$ cat src/rtl/uart_pkg.sv
// ============================================================================
// Module      : uart_pkg
// Description : Shared UART word/byte constants and tx FSM state encoding.
// Revision    : 1.0 - initial release
// ============================================================================
`default_nettype none

package uart_pkg;

    localparam int BYTES_PER_WORD = 4;
    localparam int BYTE_W         = 8;
    localparam int WORD_W         = 32;

    typedef logic [2:0] tx_state_t;

    localparam tx_state_t c_ST_IDLE      = 3'd0;
    localparam tx_state_t c_ST_LOAD      = 3'd1;
    localparam tx_state_t c_ST_SEND      = 3'd2;
    localparam tx_state_t c_ST_WAIT_BUSY = 3'd3;
    localparam tx_state_t c_ST_WAIT_IDLE = 3'd4;

endpackage

`default_nettype wire

$ cat src/rtl/uart_word_tx_if.sv
// ============================================================================
// Module      : uart_word_tx_if
// Description : Word input handshake plus byte-level uart transmitter link.
// Revision    : 1.0 - initial release
// ============================================================================
`default_nettype none

interface uart_word_tx_if;
    import uart_pkg::*;

    logic [WORD_W-1:0] in_word;
    logic              in_valid;
    logic              in_ready;
    logic [BYTE_W-1:0] tx_d;
    logic              tx_en;
    logic              tx_rdy;

    // master = core logic plus uart transmitter; slave = the serializer
    modport master (
        output in_word, in_valid, tx_rdy,
        input  in_ready, tx_d, tx_en
    );

    modport slave (
        input  in_word, in_valid, tx_rdy,
        output in_ready, tx_d, tx_en
    );

endinterface

`default_nettype wire

$ cat src/rtl/sync_fifo.sv
// ============================================================================
// Module      : sync_fifo
// Description : Single-clock circular FIFO with separate occupancy counter.
// Revision    : 1.0 - initial release
// ============================================================================
`default_nettype none

module sync_fifo #(
    parameter int WIDTH = 32,
    parameter int DEPTH = 4
) (
    input  wire logic                     clk,
    input  wire logic                     rst_n,
    input  wire logic                     push,
    input  wire logic [WIDTH-1:0]         push_data,
    input  wire logic                     pop,
    output logic      [WIDTH-1:0]         pop_data,
    output logic                          full,
    output logic                          empty,
    output logic      [$clog2(DEPTH):0]   count
);

    localparam int c_PTR_W = $clog2(DEPTH);
    localparam logic [c_PTR_W:0] c_FULL_CNT = (c_PTR_W + 1)'(DEPTH);

    logic [WIDTH-1:0]   r_mem [DEPTH];
    logic [c_PTR_W-1:0] r_wr_ptr;
    logic [c_PTR_W-1:0] r_rd_ptr;
    logic [c_PTR_W:0]   r_count;
    logic               w_push;
    logic               w_pop;

    assign full     = (r_count == c_FULL_CNT);
    assign empty    = (r_count == '0);
    assign count    = r_count;
    assign pop_data = r_mem[r_rd_ptr];
    assign w_push   = push & ~full;
    assign w_pop    = pop & ~empty;

    // pointers are exactly log2(DEPTH) wide so they wrap without a compare
    always_ff @(posedge clk) begin
        if (!rst_n) begin
            r_wr_ptr <= '0;
            r_rd_ptr <= '0;
            r_count  <= '0;
        end else begin
            if (w_push) r_wr_ptr <= r_wr_ptr + c_PTR_W'(1);
            if (w_pop)  r_rd_ptr <= r_rd_ptr + c_PTR_W'(1);
            case ({w_push, w_pop})
                2'b10:   r_count <= r_count + (c_PTR_W + 1)'(1);
                2'b01:   r_count <= r_count - (c_PTR_W + 1)'(1);
                default: r_count <= r_count;
            endcase
        end
    end

    always_ff @(posedge clk) begin
        if (w_push) r_mem[r_wr_ptr] <= push_data;
    end

endmodule

`default_nettype wire

$ cat src/rtl/uart_word_tx.sv
// ============================================================================
// Module      : uart_word_tx
// Description : Buffers 32-bit words and sends them LSB-byte first to a uart.
// Revision    : 1.0 - initial release
// ============================================================================
`default_nettype none

module uart_word_tx
    import uart_pkg::*;
#(
    parameter int FIFO_DEPTH  = 4,
    parameter int CHECKSUM_EN = 0
) (
    input  wire logic                          clk,
    input  wire logic                          rst_n,
    uart_word_tx_if.slave                      bus,
    output logic                               busy,
    output logic [$clog2(FIFO_DEPTH):0]        fifo_count
);

    localparam logic [2:0] c_LAST_IDX = 3'(BYTES_PER_WORD + CHECKSUM_EN);
    localparam logic [2:0] c_CSUM_IDX = 3'(BYTES_PER_WORD);

    tx_state_t          r_state;
    logic [WORD_W-1:0]  r_sh;
    logic [2:0]         r_byte_idx;
    logic [BYTE_W-1:0]  r_csum;
    logic [BYTE_W-1:0]  r_tx_d;
    logic               r_tx_en;

    logic               w_full;
    logic               w_empty;
    logic               w_push;
    logic               w_pop;
    logic [WORD_W-1:0]  w_head;
    logic [BYTE_W-1:0]  w_byte;

    assign w_push = bus.in_valid & ~w_full;
    assign w_pop  = (r_state == c_ST_LOAD);
    assign w_byte = (r_byte_idx == c_CSUM_IDX) ? r_csum : r_sh[BYTE_W-1:0];

    sync_fifo #(
        .WIDTH (WORD_W),
        .DEPTH (FIFO_DEPTH)
    ) u_fifo (
        .clk       (clk),
        .rst_n     (rst_n),
        .push      (w_push),
        .push_data (bus.in_word),
        .pop       (w_pop),
        .pop_data  (w_head),
        .full      (w_full),
        .empty     (w_empty),
        .count     (fifo_count)
    );

    assign bus.in_ready = ~w_full;
    assign bus.tx_d     = r_tx_d;
    assign bus.tx_en    = r_tx_en;
    assign busy         = (r_state != c_ST_IDLE) | ~w_empty;

    always_ff @(posedge clk) begin
        if (!rst_n) begin
            r_state    <= c_ST_IDLE;
            r_sh       <= '0;
            r_byte_idx <= '0;
            r_csum     <= '0;
            r_tx_d     <= '0;
            r_tx_en    <= 1'b0;
        end else begin
            r_tx_en <= 1'b0;
            case (r_state)
                c_ST_IDLE: begin
                    if (!w_empty) r_state <= c_ST_LOAD;
                end
                c_ST_LOAD: begin
                    r_sh       <= w_head;
                    r_byte_idx <= '0;
                    r_csum     <= '0;
                    r_state    <= c_ST_SEND;
                end
                c_ST_SEND: begin
                    if (bus.tx_rdy) begin
                        r_tx_d  <= w_byte;
                        r_tx_en <= 1'b1;
                        r_csum  <= r_csum ^ w_byte;
                        r_state <= c_ST_WAIT_BUSY;
                    end
                end
                // tx_rdy dropping is the uart's acknowledgement of the byte
                c_ST_WAIT_BUSY: begin
                    if (!bus.tx_rdy) begin
                        r_sh       <= r_sh >> BYTE_W;
                        r_byte_idx <= r_byte_idx + 3'd1;
                        r_state    <= c_ST_WAIT_IDLE;
                    end
                end
                c_ST_WAIT_IDLE: begin
                    if (bus.tx_rdy) begin
                        if (r_byte_idx < c_LAST_IDX) r_state <= c_ST_SEND;
                        else if (!w_empty)           r_state <= c_ST_LOAD;
                        else                         r_state <= c_ST_IDLE;
                    end
                end
                default: r_state <= c_ST_IDLE;
            endcase
        end
    end

endmodule

`default_nettype wire

$ cat src/flat_wrapper.sv
// flat-port wrapper written by rule: the top's interface ports become plain ports
module uart_word_tx_flat import uart_pkg::*;
#(
    parameter int FIFO_DEPTH  = 4,
    parameter int CHECKSUM_EN = 0
)
  (clk, rst_n, busy, fifo_count, bus_in_word, bus_in_valid, bus_tx_rdy, bus_in_ready, bus_tx_d, bus_tx_en);
  uart_word_tx_if bus_i ();
  input  wire logic clk;
  input  wire logic rst_n;
  output logic busy;
  output logic [$clog2(FIFO_DEPTH):0] fifo_count;
  input wire logic [$bits(bus_i.in_word)-1:0] bus_in_word;
  input wire logic [$bits(bus_i.in_valid)-1:0] bus_in_valid;
  input wire logic [$bits(bus_i.tx_rdy)-1:0] bus_tx_rdy;
  output wire logic [$bits(bus_i.in_ready)-1:0] bus_in_ready;
  output wire logic [$bits(bus_i.tx_d)-1:0] bus_tx_d;
  output wire logic [$bits(bus_i.tx_en)-1:0] bus_tx_en;
  assign bus_i.in_word = bus_in_word;
  assign bus_i.in_valid = bus_in_valid;
  assign bus_i.tx_rdy = bus_tx_rdy;
  assign bus_in_ready = bus_i.in_ready;
  assign bus_tx_d = bus_i.tx_d;
  assign bus_tx_en = bus_i.tx_en;
  uart_word_tx #(.FIFO_DEPTH(FIFO_DEPTH), .CHECKSUM_EN(CHECKSUM_EN)) u_core (.clk(clk), .rst_n(rst_n), .bus(bus_i), .busy(busy), .fifo_count(fifo_count));
endmodule
$ cat config.mk
export PLATFORM = sky130hd
export DESIGN_NAME = uart_word_tx_flat
export DESIGN_NICKNAME = d
export VERILOG_FILES = /design/src/rtl/uart_pkg.sv /design/src/rtl/uart_word_tx_if.sv /design/src/rtl/sync_fifo.sv /design/src/rtl/uart_word_tx.sv /design/src/flat_wrapper.sv
export SDC_FILE = /design/constraint.sdc
export NUM_CORES = 1
export LEC_CHECK = 0
export CELL_PAD_IN_SITES_DETAIL_PLACEMENT = 0
export CELL_PAD_IN_SITES_GLOBAL_PLACEMENT = 1
export CORE_MARGIN = 10
export CORE_UTILIZATION = 35
export CTS_CLUSTER_DIAMETER = 50
export DETAILED_ROUTE_END_ITERATION = 10
export GPL_TIMING_DRIVEN = 0
export HOLD_SLACK_MARGIN = 0.12
export MAX_ROUTING_LAYER = met4
export PLACE_DENSITY_LB_ADDON = 0.1
export SLEW_MARGIN = 40
export SYNTH_ARGS = -nofsm -noshare
export SYNTH_HDL_FRONTEND = slang
export SYNTH_HIERARCHICAL = 1
export SYNTH_SLANG_ARGS = --single-unit
$ cat constraint.sdc
create_clock -name clk -period 3.4 [get_ports clk]
set_clock_uncertainty 0.15 [all_clocks]
set_input_delay 0.51 -clock clk [delete_from_list [all_inputs] [get_ports clk]]
set_output_delay 0.51 -clock clk [all_outputs]
set_load 0.005 [all_outputs]
Yosys cells after proc, flatten, opt, wreduce, memory -nomap -nowiden
Memories as Yosys holds them, arrays and structs flattened. A register that Yosys moved wholly into a read port is not among the register bits.
Index checks and enable logic that the tools add are counted.
{"block": "word_totals", "regBits": 62, "ramBits": 128, "inputBits": 36, "output_inout_bits": 14, "n_memories": 1}
{"block": "classes", "add_sub_neg": 5, "order_cmp": 1, "n_eq_ne": 12, "mux": 20, "bitwise": 7, "reduce_logical": 11}
{"memory": "u_core.u_fifo.r_mem", "depth": 4, "word_bits": 32, "rd": 1, "rd_ports_with_merged_regs": 1, "wr": 1, "line": "sync_fifo.sv:26", "rtl": "logic [WIDTH-1:0] r_mem [DEPTH];"}
{"cell": "case mux 32 bit (2 select lines)", "count": 1}
{"cell": "two-way mux 32 bit", "count": 1}
{"cell": "two-way mux 3 bit", "count": 6}
{"cell": "two-way mux 8 bit", "count": 2}
{"cell": "case mux 8 bit (2 select lines)", "count": 1}
{"cell": "case mux 3 bit (5 select lines)", "count": 1}
{"cell": "case mux 3 bit (2 select lines)", "count": 2}
{"cell": "equality test 3 bit (second input constant)", "count": 3}
{"cell": "inequality test 2 bit (second input constant)", "count": 4}
{"cell": "AND reduction 2 bit", "count": 4}
{"cell": "XOR 8 bit", "count": 1}
{"cell": "adder 3 x 1 -> 3 bit (second input constant)", "count": 2}
{"cell": "equality test 3 x 2 -> 1 bit (second input constant)", "count": 2}
{"cell": "logical NOT 3 bit", "count": 2}
{"cell": "nonzero test 2 bit", "count": 3}
{"cell": "adder 2 x 1 -> 2 bit (second input constant)", "count": 2}
{"cell": "two-way mux 1 bit", "count": 4}
{"cell": "two-way mux 2 bit", "count": 2}
{"cell": "AND reduction 4 bit", "count": 1}
{"cell": "AND 1 bit", "count": 3}
{"cell": "equality test 3 x 1 -> 1 bit (second input constant)", "count": 1}
{"cell": "< comparator 3 bit (second input constant)", "count": 1}
{"cell": "nonzero test 3 bit", "count": 1}
{"cell": "subtractor 3 x 1 -> 3 bit (second input constant)", "count": 1}
{"cell": "other kinds (4)", "count": 5}

Depth between registers and ports, before layout
Gate-level depths: netlist (run 1).
{"block": "logic_depth", "ltp_word": 6, "ltp_mapped": 11, "mapped_depth_nobuf": 10}

Cells and area by module
The synthesis (run 1) kept the hierarchy.
{"module": "sync_fifo", "n_inst": 1, "cells_each": 221, "area_each_um2": 5144.9}
{"module": "uart_word_tx", "n_inst": 1, "cells_each": 286, "area_each_um2": 2653.8}

Least setup slack after synthesis (run 1)
Ideal clock, no wire load.
{"block": "synth_path", "path_kind": "reg-to-reg", "startpoint": "register u_core.r_state[1]", "endpoint": "register u_core.u_fifo.r_count[2], in the netlist u_core/u_fifo/count[2]", "arrival_time_ns": 2.346, "setup_slack_ns": 0.834, "path_stages_with_launch": 12, "cell_sequence": "dfxtp_1 buf_6 or3b_1 buf_6 clkinv_8 nor2b_1 ha_1 inv_1 fa_1 xor2_1 or3_1 a21boi_1"}
{"block": "synth_via", "elab_chain_len": 4, "elab_cells_between_ends": 6}
{"item": "start: declaration", "line": "uart_word_tx.sv:24", "rtl": "tx_state_t r_state;"}
{"item": "start signal: assignment", "line": "uart_word_tx.sv:64", "rtl": "r_state <= c_ST_IDLE;"}
{"item": "start signal: assignment", "line": "uart_word_tx.sv:74", "rtl": "if (!w_empty) r_state <= c_ST_LOAD;"}
{"item": "start signal: assignment", "line": "uart_word_tx.sv:80", "rtl": "r_state <= c_ST_SEND;"}
{"item": "equality test 3 x 1 -> 1 bit (*)", "line": "uart_word_tx.sv:39", "rtl": "assign w_pop = (r_state == c_ST_LOAD);"}
{"item": "net u_core.w_pop", "line": "uart_word_tx.sv:34", "rtl": "logic w_pop;"}
{"item": "AND 1 bit (*)", "line": "sync_fifo.sv:38", "rtl": "assign w_pop = pop & ~empty;"}
{"item": "net u_core.u_fifo.w_pop", "line": "sync_fifo.sv:31", "rtl": "logic w_pop;"}
{"item": "equality test 2 x 1 -> 1 bit / equality test 2 bit (equally long branches)", "line": "sync_fifo.sv:49", "rtl": "case ({w_push, w_pop})"}
{"item": "case mux 3 bit (2 select lines) / nonzero test 2 bit (equally long branches)"}
{"item": "end signal: assignment", "line": "sync_fifo.sv:50", "rtl": "2'b10: r_count <= r_count + (c_PTR_W + 1)'(1);"}
{"item": "end signal: assignment", "line": "sync_fifo.sv:51", "rtl": "2'b01: r_count <= r_count - (c_PTR_W + 1)'(1);"}
{"item": "end signal: assignment", "line": "sync_fifo.sv:52", "rtl": "default: r_count <= r_count;"}
{"item": "end: declaration", "line": "sync_fifo.sv:29", "rtl": "logic [c_PTR_W:0] r_count;"}
Mark *: on every way through the listed nets, which the timed path passes. The rest lies on a longest branch.
A chain may end at the register's enable or synchronous reset.

Final worst setup path (run 1)
{"block": "layout_path", "startpoint": "register u_core.r_state[0]", "endpoint": "register u_core.u_fifo.r_count[2], in the netlist u_core/u_fifo/count[2]"}
Same word-level chain as after synthesis.

==> impl_metrics.py, run 1 <==
metrics = {
    "sta": {
        "fmax_mhz": 358,
        "period_minus_slack_ns": 2.80,
        "worstMarginPinSlew_ns": 0.566,
        "hold_ws_ns": 0.325,
        "finalSetupTns_ns": 0,
        "finalSetupViolCount": 0,
        "final_max_slew_viol_count": 0,
        "hold_viol": 0,
        "finalCritPeriodShare_pct": 82.2,
        "rsz0062_at_grt": "false",
        "slew_headroom_pct": 62.3,
    },
    "logic_synthesis": {
        "ys_types": 44,
        "synth-edff-count": 128,
        "yosysWarnings": 6,
        "synth.most_common_cell": "edfxtp_1",
        "synth-seq-cells": 192,
        "syn_area_mm2": 0.00780,
        "yosysSeqAreaShare_pct": 65.7,
        "synth_flop_cell": "edfxtp_1",
        "syn_inst": 507,
        "synthAdderAreaFrac_pct": 1.38,
        "synth_fp_nets": 551,
        "synth.area.top_cells": "edfxtp_1 49%, dfxtp_1 16%, mux4_2 9.2%",
        "synthSimpleGateAreaFrac_pct": 5.31,
        "netlist.area_leader.share_pct": 49.3,
        "ys_async_sr_fraction_pct": 0,
        "muxShareOfSynthArea_pct": 12.6,
        "synth_area_per_cell_um2": 15.4,
        "synth_common_cells": "128 x edfxtp_1, 64 x dfxtp_1, 45 x a21oi_1, 32 x mux4_2",
        "synth_compound_area_share_pct": 10.4,
        "synth_top_family_by_area": "multiplexers",
        "synth_xor_area_share_pct": 0.225,
        "synth_top_area_cell": "edfxtp_1",
    },
    "clocking": {
        "clk_pin_slew_ns": 0.08,
        "ctsHoldBuffers": 0,
        "cts_root_buf": "clkbuf_16",
        "cts_tree": "done",
        "cts_setup_buffers": 0,
        "htree_levels": 4,
        "cts_resized": 0,
        "clk_latency_ns": 0.42,
        "cts.sinks": 192,
        "cts_max_path_buffers": 2,
        "cts_buffers": 17,
    },
    "critical_path": {
        "critPathBufInv": 3,
        "arrival_ns": 3.00,
        "startpoint_type": "register",
        "worstSetupEndpointType": "register",
        "reg2reg_from": "u_core/r_state[0]",
        "critPathKind": "register to register",
        "required_ns": 3.61,
        "max_stage_delay_ns": 0.47,
        "cp-startpoint": "u_core/r_state[0]",
        "path_max_fanout": 12,
        "worstPathCellList": "or3b_1 > buf_6 > clkinv_8 > nor2b_1 > ha_1 > inv_1 > fa_1 > xor2_1 > or3_1 > a21boi_1",
        "cp_slowest_cell": "dfxtp_1",
        "critPathTopFamily": "simple AND/OR/NAND/NOR gates",
    },
    "floorplan": {
        "rows": 54,
        "fp.coreArea_mm2": 0.0219,
        "dieArea_mm2": 0.0287,
        "die_y_um": 169,
        "die_w_um": 169,
        "pin_count": 50,
        "start_util_pct": 35.6,
    },
    "route": {
        "drt-wirelength-per-cell_um": 18.7,
        "drc": 0,
        "vias_per_cell": 5.12,
        "drt-pass1-iter-count": 4,
        "drt-total-wl_mm": 16.3,
        "vias": 4456,
        "drt_iter0_markers": 174,
        "ant_nets": 0,
    },
    "grt": {
        "antenna_found_initial": 0,
        "gr-usage-all-layers_pct": 12.0,
        "grt_pass1_vias": 4621,
        "grt_overflow": 0,
        "grt_max_degree": 33,
        "grt_pass1_wl_mm": 25.8,
    },
    "power": {
        "p_total_mw": 6.45,
        "leakage_nw": 3.14,
        "powerDensity_mw_per_mm2": 694,
        "vdd_drop_max_mv": 0.340,
    },
    "cells_and_area": {
        "area_growth_syn_to_layout_pct": 19.2,
        "drive_gt1_share_pct": 19.0,
        "finalNetCount": 622,
        "n_antenna_cell": 0,
        "fillers": 2057,
    },
    "placement": {
        "hpwl_mm": 10.8,
        "portBuffers": 48,
        "routabilityCongestion": 0.748,
    },
    "job": {
        "maxCapViolCount": 0,
    },
    "worst_hold_path": {
        "hp-start": "u_core/r_sh[29]",
        "hp-class": "register to register",
    },
    "outcome": {
        "run_status": "completed",
    },
}
==> worst min-delay path: cells and delay by family, from the launching register on <==
family	cells	cell delay (ns)
DFF	1	0.31
AOI/OAI and AO/OA	2	0.12
==> metrics by stage <==
| step | setup slack [ns] | util [%] | instances | instance area (um^2) |
|---|---|---|---|---|
| after floorplan | 0.834 | - | 507 | 7800 |
| after global placement | -0.0294 | 39.4 | 835 | 8630 |
| after detailed placement | 0.554 | 39.8 | 839 | 8720 |
| after CTS | 0.594 | 42.5 | 871 | 9290 |
| after global routing | 0.384 | 42.5 | 871 | 9290 |
| final | 0.604 | 42.5 | 871 | 9290 |
==> where the power goes <==
group          switching [mW]  internal [mW]
Sequential              0.205           2.87
Combinational           0.761          0.701
Clock                   0.935          0.979
==> kinds of logic after synthesis <==
logic type / after synthesis
flops: 192
compound gates: 114
simple gates: 76
mux: 58
buf+inv: 57
fa+ha+maj: 8
xor+xnor: 2
==> sequential cells by signal, indices dropped and copies added (netlist names), named ones only <==
name / count
u_core/bus.tx_d: 8
u_core/u_fifo/r_mem: 128
u_core/bus.tx_en: 1
u_core/u_fifo/count: 3
u_core/r_state: 3
u_core/u_fifo/r_wr_ptr: 2
u_core/r_csum: 8
u_core/u_fifo/r_rd_ptr: 2
u_core/r_byte_idx: 3
u_core/r_sh: 32
==> routing by layer <==
metal  wire length [um]  up-vias  GRT usage (%)  share of wire (%)
met5                  0        -              -                  0
met4                163        0           3.45                1.0
met3                437       11           3.01                2.7
met2               8220       59           19.6                 51
met1               7440     2266           14.4                 46
li1                   -     2120              -                  -
==> cells in the final DEF (no fill, tap or decap), types with 2 or more instances in the layout <==
cell type / n
edfxtp_1: 128
dfxtp_1: 64
clkdlybuf4s50_1: 48
a21oi_1: 45
mux4_2: 32
nand2_1: 26
mux2i_1: 26
a211oi_1: 25
clkbuf_16: 17
inv_1: 17
o21ai_0: 15
buf_2: 14
clkbuf_1: 11
nor2_1: 11
nand3_1: 8
a311oi_1: 8
o2111ai_1: 8
o41ai_2: 8
ha_1: 7
buf_12: 7
buf_6: 6
inv_8: 4
nor2b_1: 4
or3_1: 4
and2_4: 4
inv_6: 3
clkinv_4: 3
clkinv_8: 3
nand3b_1: 3
and2_1: 3
clkinvlp_4: 2
or3b_1: 2
buf_4: 2
nand2_2: 2
inv_2: 2
buf_1: 2
nand4bb_1: 2
a21boi_1: 2
==> final timing paths <==
check | end | slack, ns | cells past startpoint
worst max-delay path | u_core/u_fifo/count[2] | 0.60 | 10
worst min-delay path | u_core/r_sh[29] | 0.33 | 2
worst max register to register | u_core/u_fifo/count[2] | 0.60 | 10
worst min register to register | u_core/r_sh[29] | 0.33 | 2
==> cell type report <==
type / count / area, um^2 / area share [%]
Tap cell: 280 / 350 / 3.77
Inverter: 20 / 87.6 / 0.942
Multi-Input combinational cell: 258 / 2340 / 25.2
Buffer: 37 / 258 / 2.77
Clock buffer: 18 / 429 / 4.62
Sequential cell: 192 / 5120 / 55.1
Timing Repair Buffer: 52 / 561 / 6.03
Clock inverter: 14 / 145 / 1.56
(Power assumes the default switching activity.)
==> inputs of run 2 (changes only) <==
==> constraint.sdc (replaced) <==
create_clock -name clk -period 2.9 [get_ports clk]
set_clock_uncertainty 0.15 [all_clocks]
set_input_delay 0.435 -clock clk [delete_from_list [all_inputs] [get_ports clk]]
set_output_delay 0.435 -clock clk [all_outputs]
set_load 0.005 [all_outputs]
==> impl_metrics.py, run 2 (same netlist as run 1, synthesis figures left out) <==
metrics = {
    "grt": {
        "grt_pass1_wl_mm": 25.8,
        "antenna_found_initial": 0,
        "grt_overflow": 0,
        "grt_max_degree": 33,
        "grt_pass1_vias": 4621,
        "gr-usage-all-layers_pct": 12.0,
    },
    "sta": {
        "finalCritPeriodShare_pct": 92.9,
        "fmax_mhz": 371,
        "finalSetupViolCount": 0,
        "rsz0062_at_grt": "false",
        "setup_slack_ns": 0.205,
        "hold_viol": 0,
        "period_minus_slack_ns": 2.69,
        "final_max_slew_viol_count": 0,
        "worstMarginPinSlew_ns": 0.572,
        "slew_headroom_pct": 61.8,
    },
    "outcome": {
        "run_status": "completed",
    },
    "clocking": {
        "clk_latency_ns": 0.43,
        "cts_max_path_buffers": 2,
        "cts_setup_buffers": 0,
        "cts_tree": "done",
        "ctsHoldBuffers": 0,
        "cts_resized": 0,
        "clk_pin_slew_ns": 0.07,
        "htree_levels": 4,
        "cts_buffers": 17,
        "cts.sinks": 192,
        "cts_root_buf": "clkbuf_16",
    },
    "floorplan": {
        "dieArea_mm2": 0.0287,
        "die_y_um": 169,
        "die_w_um": 169,
        "rows": 54,
        "pin_count": 50,
        "start_util_pct": 35.6,
        "fp.coreArea_mm2": 0.0219,
    },
    "cells_and_area": {
        "largestRegisters": "u_core/u_fifo/r_mem (128), u_core/r_sh (32)",
        "n_antenna_cell": 0,
        "top_register": "u_core/u_fifo/r_mem",
        "area_growth_syn_to_layout_pct": 19.2,
        "fillers": 2055,
        "drive_gt1_share_pct": 19.3,
        "finalNetCount": 622,
        "largest_reg_flops": 128,
        "mostFrequentLayoutCell": "edfxtp_1",
        "final_cell_mix": "128 x edfxtp_1, 63 x dfxtp_1, 48 x clkdlybuf4s50_1",
        "design_area_mm2": 0.00930,
    },
    "route": {
        "drt-wirelength-per-cell_um": 18.6,
        "drc": 0,
        "vias_per_cell": 5.10,
        "ant_nets": 0,
        "vias": 4443,
        "drt-total-wl_mm": 16.2,
        "drt-pass1-iter-count": 4,
        "drt_iter0_markers": 174,
    },
    "critical_path": {
        "reg2reg_from": "u_core/r_state[1]",
        "critPathKind": "register to register",
        "required_ns": 3.11,
        "worstSetupEndpointType": "register",
        "startpoint_type": "register",
        "reg2reg_slack_ns": 0.21,
        "arrival_ns": 2.90,
        "path_max_fanout": 12,
        "reg2regPathDepth": 11,
        "r2r-end": "u_core/u_fifo/count[2]",
    },
    "worst_hold_path": {
        "hold_path_depth": 3,
        "hp-start": "rst_n",
        "hp-class": "primary input to register",
        "min_to": "u_core/u_fifo/r_wr_ptr[0]",
    },
    "placement": {
        "hpwl_mm": 10.8,
        "routabilityCongestion": 0.748,
        "place_ws_ns": 0.101,
        "place_area_mm2": 0.00872,
        "portBuffers": 48,
    },
    "power": {
        "p_total_mw": 7.57,
        "powerDensity_mw_per_mm2": 814,
        "leakage_nw": 3.15,
        "vdd_drop_max_mv": 0.398,
    },
    "job": {
        "maxCapViolCount": 0,
    },
}
==> run 2: cell types whose count changed in the layout (fill, tap and decap cells not counted) <==
cell	before	now
nor2b_1	4	3
nor2b_2	0	1
dfxtp_2	0	1
dfxtp_1	64	63
==> run 2: worst max path at each step <==
stage	cells after the start	endpoint	slack (ns)	from
after floorplan	11	u_core/u_fifo/count[2]	0.33	u_core/r_state[1]
after global placement	5	u_core/u_fifo/r_mem[1][1]	-0.45	bus_in_valid
after detailed placement	10	u_core/u_fifo/count[2]	0.10	u_core/r_state[0]
after CTS	10	u_core/u_fifo/count[2]	0.09	u_core/r_state[0]
after global routing	11	u_core/u_fifo/count[2]	0.04	u_core/r_state[1]
final	11	u_core/u_fifo/count[2]	0.21	u_core/r_state[1]
==> run 2: per-stage QoR <==
stage | TNS, ns | util [%] | std cells | hold WS, ns
floorplan | 0 | - | 507 | 0.303
global placement | -56.77 | 39.4 | 835 | 0.316
detailed placement | 0 | 39.8 | 839 | 0.316
CTS | 0 | 42.5 | 871 | 0.259
global route | 0 | 42.5 | 871 | 0.269
finish | 0 | 42.5 | 871 | 0.274
==> run 2: critical path: stages (launching register included) <==
cell and delay, ns:
dfxtp_1 0.31, buf_6 0.13, or3b_1 0.38, buf_6 0.17, clkinv_8 0.08, nor2b_2 0.17, ha_1 0.19, inv_1 0.06
fa_1 0.37, xor2_1 0.16, or3_1 0.31, a21boi_1 0.14
==> run 2: layout make-up <==
cell class                      instances  area [um^2]  share of cell area [%]
Inverter                               20         87.6                   0.942
Clock inverter                         14          145                    1.56
Tap cell                              280          350                    3.77
Sequential cell                       192         5130                    55.1
Timing Repair Buffer                   52          561                    6.03
Clock buffer                           18          429                    4.62
Multi-Input combinational cell        258         2340                    25.2
Buffer                                 37          258                    2.77
==> run 2: power breakdown <==
| part | switching, mW | leakage (nW) | internal [mW] |
|---|---|---|---|
| Clock | 1.10 | 0.275 | 1.15 |
| Sequential | 0.240 | 1.70 | 3.37 |
| Combinational | 0.892 | 1.17 | 0.824 |
| Total | 2.23 | 3.15 | 5.34 |
==> run 2: metal layers <==
layer,wire length [um],track usage (%),vias to the layer above
li1,-,-,2116
met1,7360,14.4,2251
met2,8210,19.6,66
met3,452,3.01,10
met4,163,3.45,0
met5,0,-,-
